==> config.mk <==
export PLATFORM = sky130hd
export DESIGN_NAME = wmem_wr_arbiter_flat
export DESIGN_NICKNAME = d
export VERILOG_FILES = /design/src/rtl/wmem_wr_arbiter_if.sv /design/src/rtl/wmem_wr_arbiter.sv /design/src/flat_wrapper.sv
export SDC_FILE = /design/constraint.sdc
export NUM_CORES = 1
export LEC_CHECK = 0
export ABC_AREA = 1
export CAP_MARGIN = 25
export CORE_MARGIN = 8
export CORE_UTILIZATION = 49
export CTS_CLUSTER_SIZE = 28
export DETAILED_ROUTE_END_ITERATION = 10
export PLACE_DENSITY_LB_ADDON = 0.2
export REMOVE_ABC_BUFFERS = 1
export SYNTH_ARGS = -nofsm -noshare
export SYNTH_HDL_FRONTEND = slang
export SYNTH_SLANG_ARGS = --single-unit
==> constraint.sdc <==
create_clock -name clk -period 3.85 [get_ports clk]
set_input_delay 0.77 -clock clk [delete_from_list [all_inputs] [get_ports clk]]
set_output_delay 0.77 -clock clk [all_outputs]
set_load 0.01 [all_outputs]
==> src/rtl/wmem_wr_arbiter_if.sv <==
// Write-port bundle between the two requesters, the clear control and the
// wide write side of the waveform RAM.
interface wmem_wr_arbiter_if #(
    parameter int DATAWIDTH = 16,
    parameter int ADDRWIDTH = 8
);
    logic                 req0_valid;
    logic                 req0_ready;
    logic [ADDRWIDTH-1:0] req0_addr;
    logic [DATAWIDTH-1:0] req0_data;
    logic                 req1_valid;
    logic                 req1_ready;
    logic [ADDRWIDTH-1:0] req1_addr;
    logic [DATAWIDTH-1:0] req1_data;
    logic                 clr_start;
    logic [DATAWIDTH-1:0] clr_value;
    logic                 clr_busy;
    logic                 ram_we;
    logic [ADDRWIDTH-1:0] ram_addr;
    logic [DATAWIDTH-1:0] ram_di;
    logic                 addr_err;

    modport master (
        output req0_valid, req0_addr, req0_data,
        output req1_valid, req1_addr, req1_data,
        output clr_start, clr_value,
        input  req0_ready, req1_ready, clr_busy,
        input  ram_we, ram_addr, ram_di, addr_err
    );

    modport slave (
        input  req0_valid, req0_addr, req0_data,
        input  req1_valid, req1_addr, req1_data,
        input  clr_start, clr_value,
        output req0_ready, req1_ready, clr_busy,
        output ram_we, ram_addr, ram_di, addr_err
    );
endinterface

==> src/rtl/wmem_wr_arbiter.sv <==
// Round-robin, burst-locked arbiter for the waveform RAM wide write port with a
// memory-fill sequencer. Define WMEM_ADDR_GUARD_EN to drop and flag writes at or above ADDR_LIMIT.
module wmem_wr_arbiter #(
    parameter int DATAWIDTH  = 16,
    parameter int ADDRWIDTH  = 8,
    parameter int MAX_BURST  = 16,
    parameter int ADDR_LIMIT = 256
) (
    input  logic             clk,
    input  logic             rstn,
    wmem_wr_arbiter_if.slave bus
);
    localparam int BW = $clog2(MAX_BURST) + 1;
    localparam logic [BW-1:0] BURST_MAX = BW'(MAX_BURST);

    if (MAX_BURST < 2 || MAX_BURST > 256 || ADDR_LIMIT < 1 || ADDR_LIMIT > (2 ** ADDRWIDTH)) begin : gParamChk
        $error("wmem_wr_arbiter: MAX_BURST or ADDR_LIMIT out of range");
    end

    typedef enum logic [1:0] {IDLE, GNT0, GNT1, CLEAR} state_t;

    state_t               state, nextState;
    logic                 rrPtr, nextPtr;
    logic [BW-1:0]        burstCnt;
    logic                 grant0, grant1, accept, inRange;
    logic [ADDRWIDTH-1:0] selAddr;
    logic [DATAWIDTH-1:0] selData;
    logic [ADDRWIDTH-1:0] clrAddr;
    logic [DATAWIDTH-1:0] clrValue;
    logic                 clrBusy;
    logic                 ramWe;
    logic [ADDRWIDTH-1:0] ramAddr;
    logic [DATAWIDTH-1:0] ramDi;

    assign accept  = grant0 | grant1;
    assign selAddr = grant1 ? bus.req1_addr : bus.req0_addr;
    assign selData = grant1 ? bus.req1_data : bus.req0_data;

`ifdef WMEM_ADDR_GUARD_EN
    localparam logic [ADDRWIDTH:0]   LIMIT    = (ADDRWIDTH + 1)'(ADDR_LIMIT);
    localparam logic [ADDRWIDTH-1:0] CLR_LAST = ADDRWIDTH'(ADDR_LIMIT - 1);
    logic addrErr;

    assign inRange = ({1'b0, selAddr} < LIMIT);

    always_ff @(posedge clk) begin
        if (!rstn) begin
            addrErr <= 1'b0;
        end else if (accept && !inRange) begin
            addrErr <= 1'b1;
        end
    end

    assign bus.addr_err = addrErr;
`else
    localparam logic [ADDRWIDTH-1:0] CLR_LAST = '1;

    assign inRange      = 1'b1;
    assign bus.addr_err = 1'b0;
`endif

    // rrPtr=1 favours req1. clrBusy trails the CLEAR state by one cycle so it lines
    // up with the registered ram_we; IDLE holds off requests until it has dropped.
    always_comb begin
        nextState = state;
        nextPtr   = rrPtr;
        grant0    = 1'b0;
        grant1    = 1'b0;
        case (state)
            IDLE: begin
                if (!clrBusy) begin
                    if (bus.clr_start) begin
                        nextState = CLEAR;
                    end else if (bus.req0_valid && (!bus.req1_valid || !rrPtr)) begin
                        grant0    = 1'b1;
                        nextState = GNT0;
                    end else if (bus.req1_valid) begin
                        grant1    = 1'b1;
                        nextState = GNT1;
                    end
                end
            end
            GNT0: begin
                if (bus.clr_start) begin
                    nextState = CLEAR;
                    nextPtr   = 1'b1;
                end else if (!bus.req0_valid || burstCnt == BURST_MAX) begin
                    nextState = IDLE;
                    nextPtr   = 1'b1;
                end else begin
                    grant0 = 1'b1;
                end
            end
            GNT1: begin
                if (bus.clr_start) begin
                    nextState = CLEAR;
                    nextPtr   = 1'b0;
                end else if (!bus.req1_valid || burstCnt == BURST_MAX) begin
                    nextState = IDLE;
                    nextPtr   = 1'b0;
                end else begin
                    grant1 = 1'b1;
                end
            end
            CLEAR: begin
                if (clrAddr == CLR_LAST) begin
                    nextState = IDLE;
                end
            end
            default: nextState = IDLE;
        endcase
    end

    always_ff @(posedge clk) begin
        if (!rstn) begin
            state    <= IDLE;
            rrPtr    <= 1'b0;
            burstCnt <= '0;
            clrAddr  <= '0;
            clrValue <= '0;
            clrBusy  <= 1'b0;
            ramWe    <= 1'b0;
            ramAddr  <= '0;
            ramDi    <= '0;
        end else begin
            state   <= nextState;
            rrPtr   <= nextPtr;
            clrBusy <= (state == CLEAR);

            if (accept) begin
                burstCnt <= (state == IDLE) ? BW'(1) : burstCnt + 1'b1;
            end else if (nextState != state) begin
                burstCnt <= '0;
            end

            if (state != CLEAR && nextState == CLEAR) begin
                clrAddr  <= '0;
                clrValue <= bus.clr_value;
            end else if (state == CLEAR) begin
                clrAddr <= clrAddr + 1'b1;
            end

            ramWe <= 1'b0;
            if (state == CLEAR) begin
                ramWe   <= 1'b1;
                ramAddr <= clrAddr;
                ramDi   <= clrValue;
            end else if (accept) begin
                ramWe   <= inRange;
                ramAddr <= selAddr;
                ramDi   <= selData;
            end
        end
    end

    assign bus.req0_ready = grant0;
    assign bus.req1_ready = grant1;
    assign bus.clr_busy   = clrBusy;
    assign bus.ram_we     = ramWe;
    assign bus.ram_addr   = ramAddr;
    assign bus.ram_di     = ramDi;
endmodule

==> src/flat_wrapper.sv <==
// flat-port wrapper written by rule: the top's interface ports become plain ports
module wmem_wr_arbiter_flat 
#(
    parameter int DATAWIDTH  = 16,
    parameter int ADDRWIDTH  = 8,
    parameter int MAX_BURST  = 16,
    parameter int ADDR_LIMIT = 256
)
  (clk, rstn, bus_req0_valid, bus_req0_addr, bus_req0_data, bus_req1_valid, bus_req1_addr, bus_req1_data, bus_clr_start, bus_clr_value, bus_req0_ready, bus_req1_ready, bus_clr_busy, bus_ram_we, bus_ram_addr, bus_ram_di, bus_addr_err);
  wmem_wr_arbiter_if #(.DATAWIDTH(DATAWIDTH), .ADDRWIDTH(ADDRWIDTH)) bus_i ();
  input  logic clk;
  input  logic rstn;
  input wire logic [$bits(bus_i.req0_valid)-1:0] bus_req0_valid;
  input wire logic [$bits(bus_i.req0_addr)-1:0] bus_req0_addr;
  input wire logic [$bits(bus_i.req0_data)-1:0] bus_req0_data;
  input wire logic [$bits(bus_i.req1_valid)-1:0] bus_req1_valid;
  input wire logic [$bits(bus_i.req1_addr)-1:0] bus_req1_addr;
  input wire logic [$bits(bus_i.req1_data)-1:0] bus_req1_data;
  input wire logic [$bits(bus_i.clr_start)-1:0] bus_clr_start;
  input wire logic [$bits(bus_i.clr_value)-1:0] bus_clr_value;
  output wire logic [$bits(bus_i.req0_ready)-1:0] bus_req0_ready;
  output wire logic [$bits(bus_i.req1_ready)-1:0] bus_req1_ready;
  output wire logic [$bits(bus_i.clr_busy)-1:0] bus_clr_busy;
  output wire logic [$bits(bus_i.ram_we)-1:0] bus_ram_we;
  output wire logic [$bits(bus_i.ram_addr)-1:0] bus_ram_addr;
  output wire logic [$bits(bus_i.ram_di)-1:0] bus_ram_di;
  output wire logic [$bits(bus_i.addr_err)-1:0] bus_addr_err;
  assign bus_i.req0_valid = bus_req0_valid;
  assign bus_i.req0_addr = bus_req0_addr;
  assign bus_i.req0_data = bus_req0_data;
  assign bus_i.req1_valid = bus_req1_valid;
  assign bus_i.req1_addr = bus_req1_addr;
  assign bus_i.req1_data = bus_req1_data;
  assign bus_i.clr_start = bus_clr_start;
  assign bus_i.clr_value = bus_clr_value;
  assign bus_req0_ready = bus_i.req0_ready;
  assign bus_req1_ready = bus_i.req1_ready;
  assign bus_clr_busy = bus_i.clr_busy;
  assign bus_ram_we = bus_i.ram_we;
  assign bus_ram_addr = bus_i.ram_addr;
  assign bus_ram_di = bus_i.ram_di;
  assign bus_addr_err = bus_i.addr_err;
  wmem_wr_arbiter #(.DATAWIDTH(DATAWIDTH), .ADDRWIDTH(ADDRWIDTH), .MAX_BURST(MAX_BURST), .ADDR_LIMIT(ADDR_LIMIT)) u_core (.clk(clk), .rstn(rstn), .bus(bus_i));
endmodule
==> results.md, run 1 <==
- DRC Markers: 0
- Max Cap Violations: 0
- Post-synth EDFFs: 0
- Worst rel slew slack: between 50% and 60%
- FP Rows: 28
- Storage element area: approximately 1200 sq um
- Sw power: approximately 0.64 mW
- Layout cells sized above 1: under 10%
- Tot GR Track Use: between 10% and 20%
- Period utilisation layout: a little over four fifths
- CTS tree: built
- Vias in the first global route: 2959
- Fin nets: 565
- Worst VDD drop: approximately 0.00031 V
- Area grow syn2layout: 39.4%
- Status: finished, final reports clean
- Met2 Track Usage GR: between 30% and 40%
- Slew Limit Fails: 0
- Mean Syn Cell Area: 7.25 sq um
- H-tree depth: 3
- Initial DRC Count: roughly 200
- WP data arrival: about 2.4 ns
- GR Util met3: about 7.1%
- Drt wl/cell: roughly 15 microns
- Post-CTS Setup Bufs: 0
- Commonest non-fill, non-tap cell in the layout: clkdlybuf4s50_1
- Commonest cells after routing, fill and taps aside: 96 x clkdlybuf4s50_1, 74 x a21oi_1, 58 x dfxtp_1, 53 x o21ai_0, 51 x nor2_1
- Clock Tree Root: clkbuf_8
- RSZ-0062 raised after global routing: no
- Seq/Total Area, Yosys: 39.7%
- Clock transition at path regs: roughly 0.06 ns
- Die Ht: 93.3 microns
- Slew @ Worst Pin: ~0.69 ns
- # setup viols final: 0
- Switch share: between 30% and 40%
- Hold Path Class: flop to flop
- Yosys warns: 0
- Top-area cell type share of the netlist area: between 30 and 40%
- Total CTS buffers: 9
- CP Max Fanout: 6
- Post-DP Area: between 3000 and 4000 sq um
- Post-Syn Instances: 404
- Post-synthesis cell area: 2930 sq um
- Routed Antenna Nets: 0
- Final HPWL DP: slightly below 6000 microns
- Leakage: between 1.5 and 2 nW
- Critical path class: input pin to output pin
- Clock tree sinks: between 50 and 60
- Final setup margin: 0.640 ns
- Final Cell Area: between 4000 and 5000 sq um
- Hold buffer count at CTS: 0
- Synth area leader: dfxtp_1
- Internal power: between 1 and 1.5 mW
- Clk Latency, worst-skew pair: 0.32 ns
- # diodes: 0
- Grt peak-use layer: met2
- Die W: around 93 microns
- Grt ovf: 0
- Initial Utilization: about half
- Yosys cell types: 35
- GP Congestion: around 0.87
- Fin util: 69.7%
- Asr flop ratio synth: 0%
- First-pass GRT wire length: approximately 14000 microns
- Core Area: 5850 sq um
- Clock Tree Buf Depth: 2
- Final hold violations: 0
- Via count: ~3000
- Final min period: ~3.2 ns
- P per Cell Area: slightly below 500 nW/um^2
- Power share of the clock group: 28.8%
- FF+latch count, synth: 58
- Port Buffers: 96
- Setup_tns: 0 ns
- Sequential share of power: just under 40%
- IO Count: just under 100
- Non-Filler Instances: ~570
- Comb pwr share: 32.2%
- Area contributors post-synth: dfxtp_1 40%, a21oi_1 13%, o21ai_0 9.1%, nor2_1 6.5%, nand2_1 4.9%
- CP Capture Type: output pin
- Req. time, crit path: between 3 and 4 ns
- # fillers: 489
- Detailed Routing Iterations Pass 1: 4
- Area of the multi-input gates: between 1000 and 1500 sq um
- Detailed Route WL: just over 8000 microns
- Maximum clock frequency: around 0.31 GHz
- M1 GR Usage: between 20% and 30%
- Vias per Instance: about 5.2
- Pin count of the biggest net entering global routing: 51
- Layout Skew: 0.00815 ns
- Initial antenna violation count: 0
- Setup slack, reg-to-reg: ~1.3 ns
- CTS resizes: 0
- Startpoint Class: input pin
- Dpl cells: approximately 560
- Worst Setup Slack post-DPL: between 0.5 and 0.6 ns
- Main flop type after synthesis: dfxtp_1
- Die area: ~8700 sq um
-- synth_stat cells (3+ instances only) --
library cell,count
a21oi_1,74
dfxtp_1,58
o21ai_0,53
nor2_1,51
nand2_1,38
inv_1,35
nand3_1,15
buf_2,10
o21ai_1,8
nand2_2,7
clkbuf_1,5
nand4_1,5
xor2_1,5
buf_6,3
ha_1,3
inv_2,3
nand2_4,3
nor2_4,3
o211ai_1,3
-- logic make-up after synthesis --
group	Yosys count	share of synthesized area, %
AO/OA/AOI/OAI	140	24.9
AND/OR/NAND/NOR	133	22.4
buffers and inverters	62	9.53
flip-flops	58	39.7
XOR/XNOR	7	2.09
adder cells (fa/ha/maj)	3	1.28
other	1	0.128
-- worst max-delay path, cell delays in order --
cell	delay (ns)
clkdlybuf4s50_1	0.56
nand2_1	0.11
nand2_1	0.17
nand4_1	0.14
nand2_2	0.10
clkdlybuf4s50_1	0.59
-- registers in the layout, summed over array words and instances (netlist names) --
name / cells
u_core.bus.ram_we: 1
u_core.rrPtr: 1
u_core.bus.ram_di: 16
u_core.state: 2
u_core.bus.clr_busy: 1
u_core.clrValue: 16
u_core.bus.ram_addr: 8
u_core.burstCnt: 5
u_core.clrAddr: 8
-- layout make-up --
cell class | count | area share [%]
Clock buffer | 14 | 3.99
Clock inverter | 2 | 0.859
Inverter | 41 | 3.83
Multi-Input combinational cell | 284 | 36.5
Sequential cell | 58 | 28.5
Tap cell | 75 | 2.30
Timing Repair Buffer | 99 | 24.1
-- worst paths after layout --
| check | startpoint | depth (start not counted) | end |
|---|---|---|---|
| hold reg to reg | u_core.rrPtr$_SDFFE_PN0P_ | 2 | u_core.rrPtr$_SDFFE_PN0P_ |
| setup reg to reg | u_core.burstCnt[0]$_SDFFE_PN0P_ | 15 | u_core.bus.ram_addr[3]$_SDFFE_PN0P_ |
| setup / recovery | bus_req1_valid | 6 | bus_req1_ready |
| hold / removal | u_core.rrPtr$_SDFFE_PN0P_ | 2 | u_core.rrPtr$_SDFFE_PN0P_ |
-- routing by layer --
layer  share of wire, %  wire [microns]
met4               0.35              29
met2                 51            4220
met1                 42            3500
met3                6.7             555
met5                  0               0
-- power groups by stage --
| stage | registers, mW | clock network, mW | logic (mW) |
|---|---|---|---|
| 3_5_place_dp | 0.772 | 0 | 0.632 |
| 2_1_floorplan | 0.788 | 0 | 0.325 |
| 6_report | 0.763 | 0.565 | 0.632 |
| 3_3_place_gp | 0.771 | 0 | 0.621 |
| 4_1_cts | 0.761 | 0.575 | 0.636 |
| 5_1_grt | 0.775 | 0.605 | 0.701 |
-- per-stage QoR --
| stage | hold slack, ns | total power, mW |
|---|---|---|
| floorplan | 0.439 | 1.11 |
| CTS | 0.475 | 1.97 |
| global placement | 0.459 | 1.39 |
| global route | 0.508 | 2.08 |
| detailed placement | 0.465 | 1.40 |
| finish | 0.477 | 1.96 |
No activity file was read; power rests on OpenSTA's default activity.
==> run 2, diff against run 1 <==
--- a/config.mk
+++ b/config.mk
@@ -8,7 +8,7 @@
 export ABC_AREA = 1
 export CAP_MARGIN = 25
 export CORE_MARGIN = 8
-export CORE_UTILIZATION = 49
+export CORE_UTILIZATION = 46
 export CTS_CLUSTER_SIZE = 28
 export DETAILED_ROUTE_END_ITERATION = 10
 export PLACE_DENSITY_LB_ADDON = 0.2
==> constraint.sdc (replaced) <==
create_clock -name clk -period 3.1 [get_ports clk]
set_input_delay 0.62 -clock clk [delete_from_list [all_inputs] [get_ports clk]]
set_output_delay 0.62 -clock clk [all_outputs]
set_load 0.01 [all_outputs]
==> run 2 against run 1 <==
Against the previous run:
- cell area grew 0.77%
- flip-flop and latch count stayed put
- clock skew is 0.0015 ns higher
- power grew 25%
- sequential power rose by 24%
- clock power grew 27%
- critical path depth stayed put
- die area grew 5.4%
- utilization down 3.9 points
==> results.md, run 2 (synthesis results as in run 1) <==
- Status: finished, final reports clean
- Die Ht: ~96 microns
- Drt wl/cell: about 14 microns
- # setup viols final: 0
- Final Cell Area: 4110 sq um
- Period utilisation layout: between 90% and 100%
- Final setup margin: approximately 0.23 ns
- Clock transition at path regs: ~0.070 ns
- Critical path origin: bus_req1_valid
- Slew Limit Fails: 0
- Pin count of the biggest net entering global routing: 36
- Max incr delay on CP: 0.59 ns
- Vias in the first global route: about 2900
- # fillers: 565
- Tot GR Track Use: a little under a fifth
- Post-DP Area: 3910 sq um
- RR Startpoint: u_core.burstCnt[0]$_SDFFE_PN0P_
- Layout cells sized above 1: under 10%
- # diodes: 0
- Commonest cells after routing, fill and taps aside: 96 x clkdlybuf4s50_1, 74 x a21oi_1, 58 x dfxtp_1, 53 x o21ai_0, 51 x nor2_1
- RSZ-0062 raised after global routing: no
- Initial antenna violation count: 0
- Layout Skew: between 0.009 and 0.01 ns
- Setup slack, reg-to-reg: just over 0.6 ns
- Crit path to: bus_req1_ready
- Clk Latency, worst-skew pair: 0.35 ns
- Slowest CP cell: clkdlybuf4s50_1
- Hold buffer count at CTS: 0
- WP data arrival: 2.25 ns
- Clock Tree Buf Depth: 2
- Die W: between 90 and 100 microns
- First-pass GRT wire length: approximately 13000 microns
- Core Area: around 6200 sq um
- FP Rows: 29
- Detailed Routing Iterations Pass 1: 4
- Overall Power: ~2.5 mW
- Reg2reg end: u_core.bus.ram_addr[0]$_SDFFE_PN0P_
- Total CTS buffers: 9
- Final HPWL DP: 5970 microns
- Hold Path Class: flop to flop
- CP Capture Type: output pin
- P per Cell Area: 597 nW/um^2
- Worst VDD drop: 0.000379 V
- Port Buffers: 96
- Leakage: roughly 1.7 nW
- Initial DRC Count: around 180
- Final min period: approximately 2.9 ns
- Clock Tree Root: clkbuf_8
- Crit-path cells: clkdlybuf4s50_1, nand2_1, nand2_1, nand4_1, nand2_2, clkdlybuf4s50_1
- Fin util: 65.9%
- Startpoint Class: input pin
- CTS tree: built
- Final hold violations: 0
- Clock tree sinks: 58
- CP Max Fanout: 6
- Via count: about 3000
- Fin nets: between 500 and 600
- Setup_tns: 0 ns
- Post-CTS Setup Bufs: 0
- GP Congestion: 0.848
- Detailed Route WL: about 8300 microns
- Max Cap Violations: 0
- Dpl cells: between 500 and 600
- CTS resizes: 0
- R2R cell count: 15
- Die area: just over 9000 sq um
- Routed Antenna Nets: 0
- Initial Utilization: a little under half
- Vias per Instance: approximately 5.1
- Worst Setup Slack post-DPL: ~0.14 ns
- Maximum clock frequency: approximately 0.35 GHz
- Area grow syn2layout: 40.4%
- Non-Filler Instances: between 500 and 600
- Req. time, crit path: ~2.5 ns
- Slew @ Worst Pin: about 0.59 ns
- Worst rel slew slack: about 61%
- Hold slack: between 0.4 and 0.5 ns
- DRC Markers: 0
- Grt ovf: 0
- Commonest non-fill, non-tap cell in the layout: clkdlybuf4s50_1
- H-tree depth: 3
- Critical path class: input pin to output pin
- IO Count: 98
[run 2: worst min path at each step]
stage                                         start                        end  slack [ns]  cells after the start
after floorplan           u_core.rrPtr$_SDFFE_PN0P_  u_core.rrPtr$_SDFFE_PN0P_        0.44                      2
after global placement    u_core.rrPtr$_SDFFE_PN0P_  u_core.rrPtr$_SDFFE_PN0P_        0.46                      2
after detailed placement  u_core.rrPtr$_SDFFE_PN0P_  u_core.rrPtr$_SDFFE_PN0P_        0.46                      2
after CTS                 u_core.rrPtr$_SDFFE_PN0P_  u_core.rrPtr$_SDFFE_PN0P_        0.47                      2
after global routing      u_core.rrPtr$_SDFFE_PN0P_  u_core.rrPtr$_SDFFE_PN0P_        0.51                      2
final                     u_core.rrPtr$_SDFFE_PN0P_  u_core.rrPtr$_SDFFE_PN0P_        0.48                      2
[run 2: critical path: cells and delay by family]
family / cells / cell delay (ns)
buf+inv: 2 / 1.16
simple gates: 4 / 0.46
[run 2: per-layer routing]
layer	GRT usage, %	share of wire, %	vias up
met5	0	0	-
met4	6.91	1.1	0
met3	5.54	5.3	9
met2	30.1	48	70
met1	22.1	45	1329
li1	-	-	1528
[run 2: layout make-up]
type	count	area [sq um]	area share [%]
clock inverters	6	66.3	1.61
well taps	77	96.3	2.34
inverters	41	156	3.80
clock buffers	10	138	3.35
repair buffers	102	1010	24.5
flip-flops and latches	58	1160	28.2
multi-input cells	284	1490	36.2
[run 2: report_power, final]
part           internal, mW  switching, mW
clock                 0.392          0.323
sequential            0.873         0.0727
combinational         0.353          0.441
total                  1.62          0.837
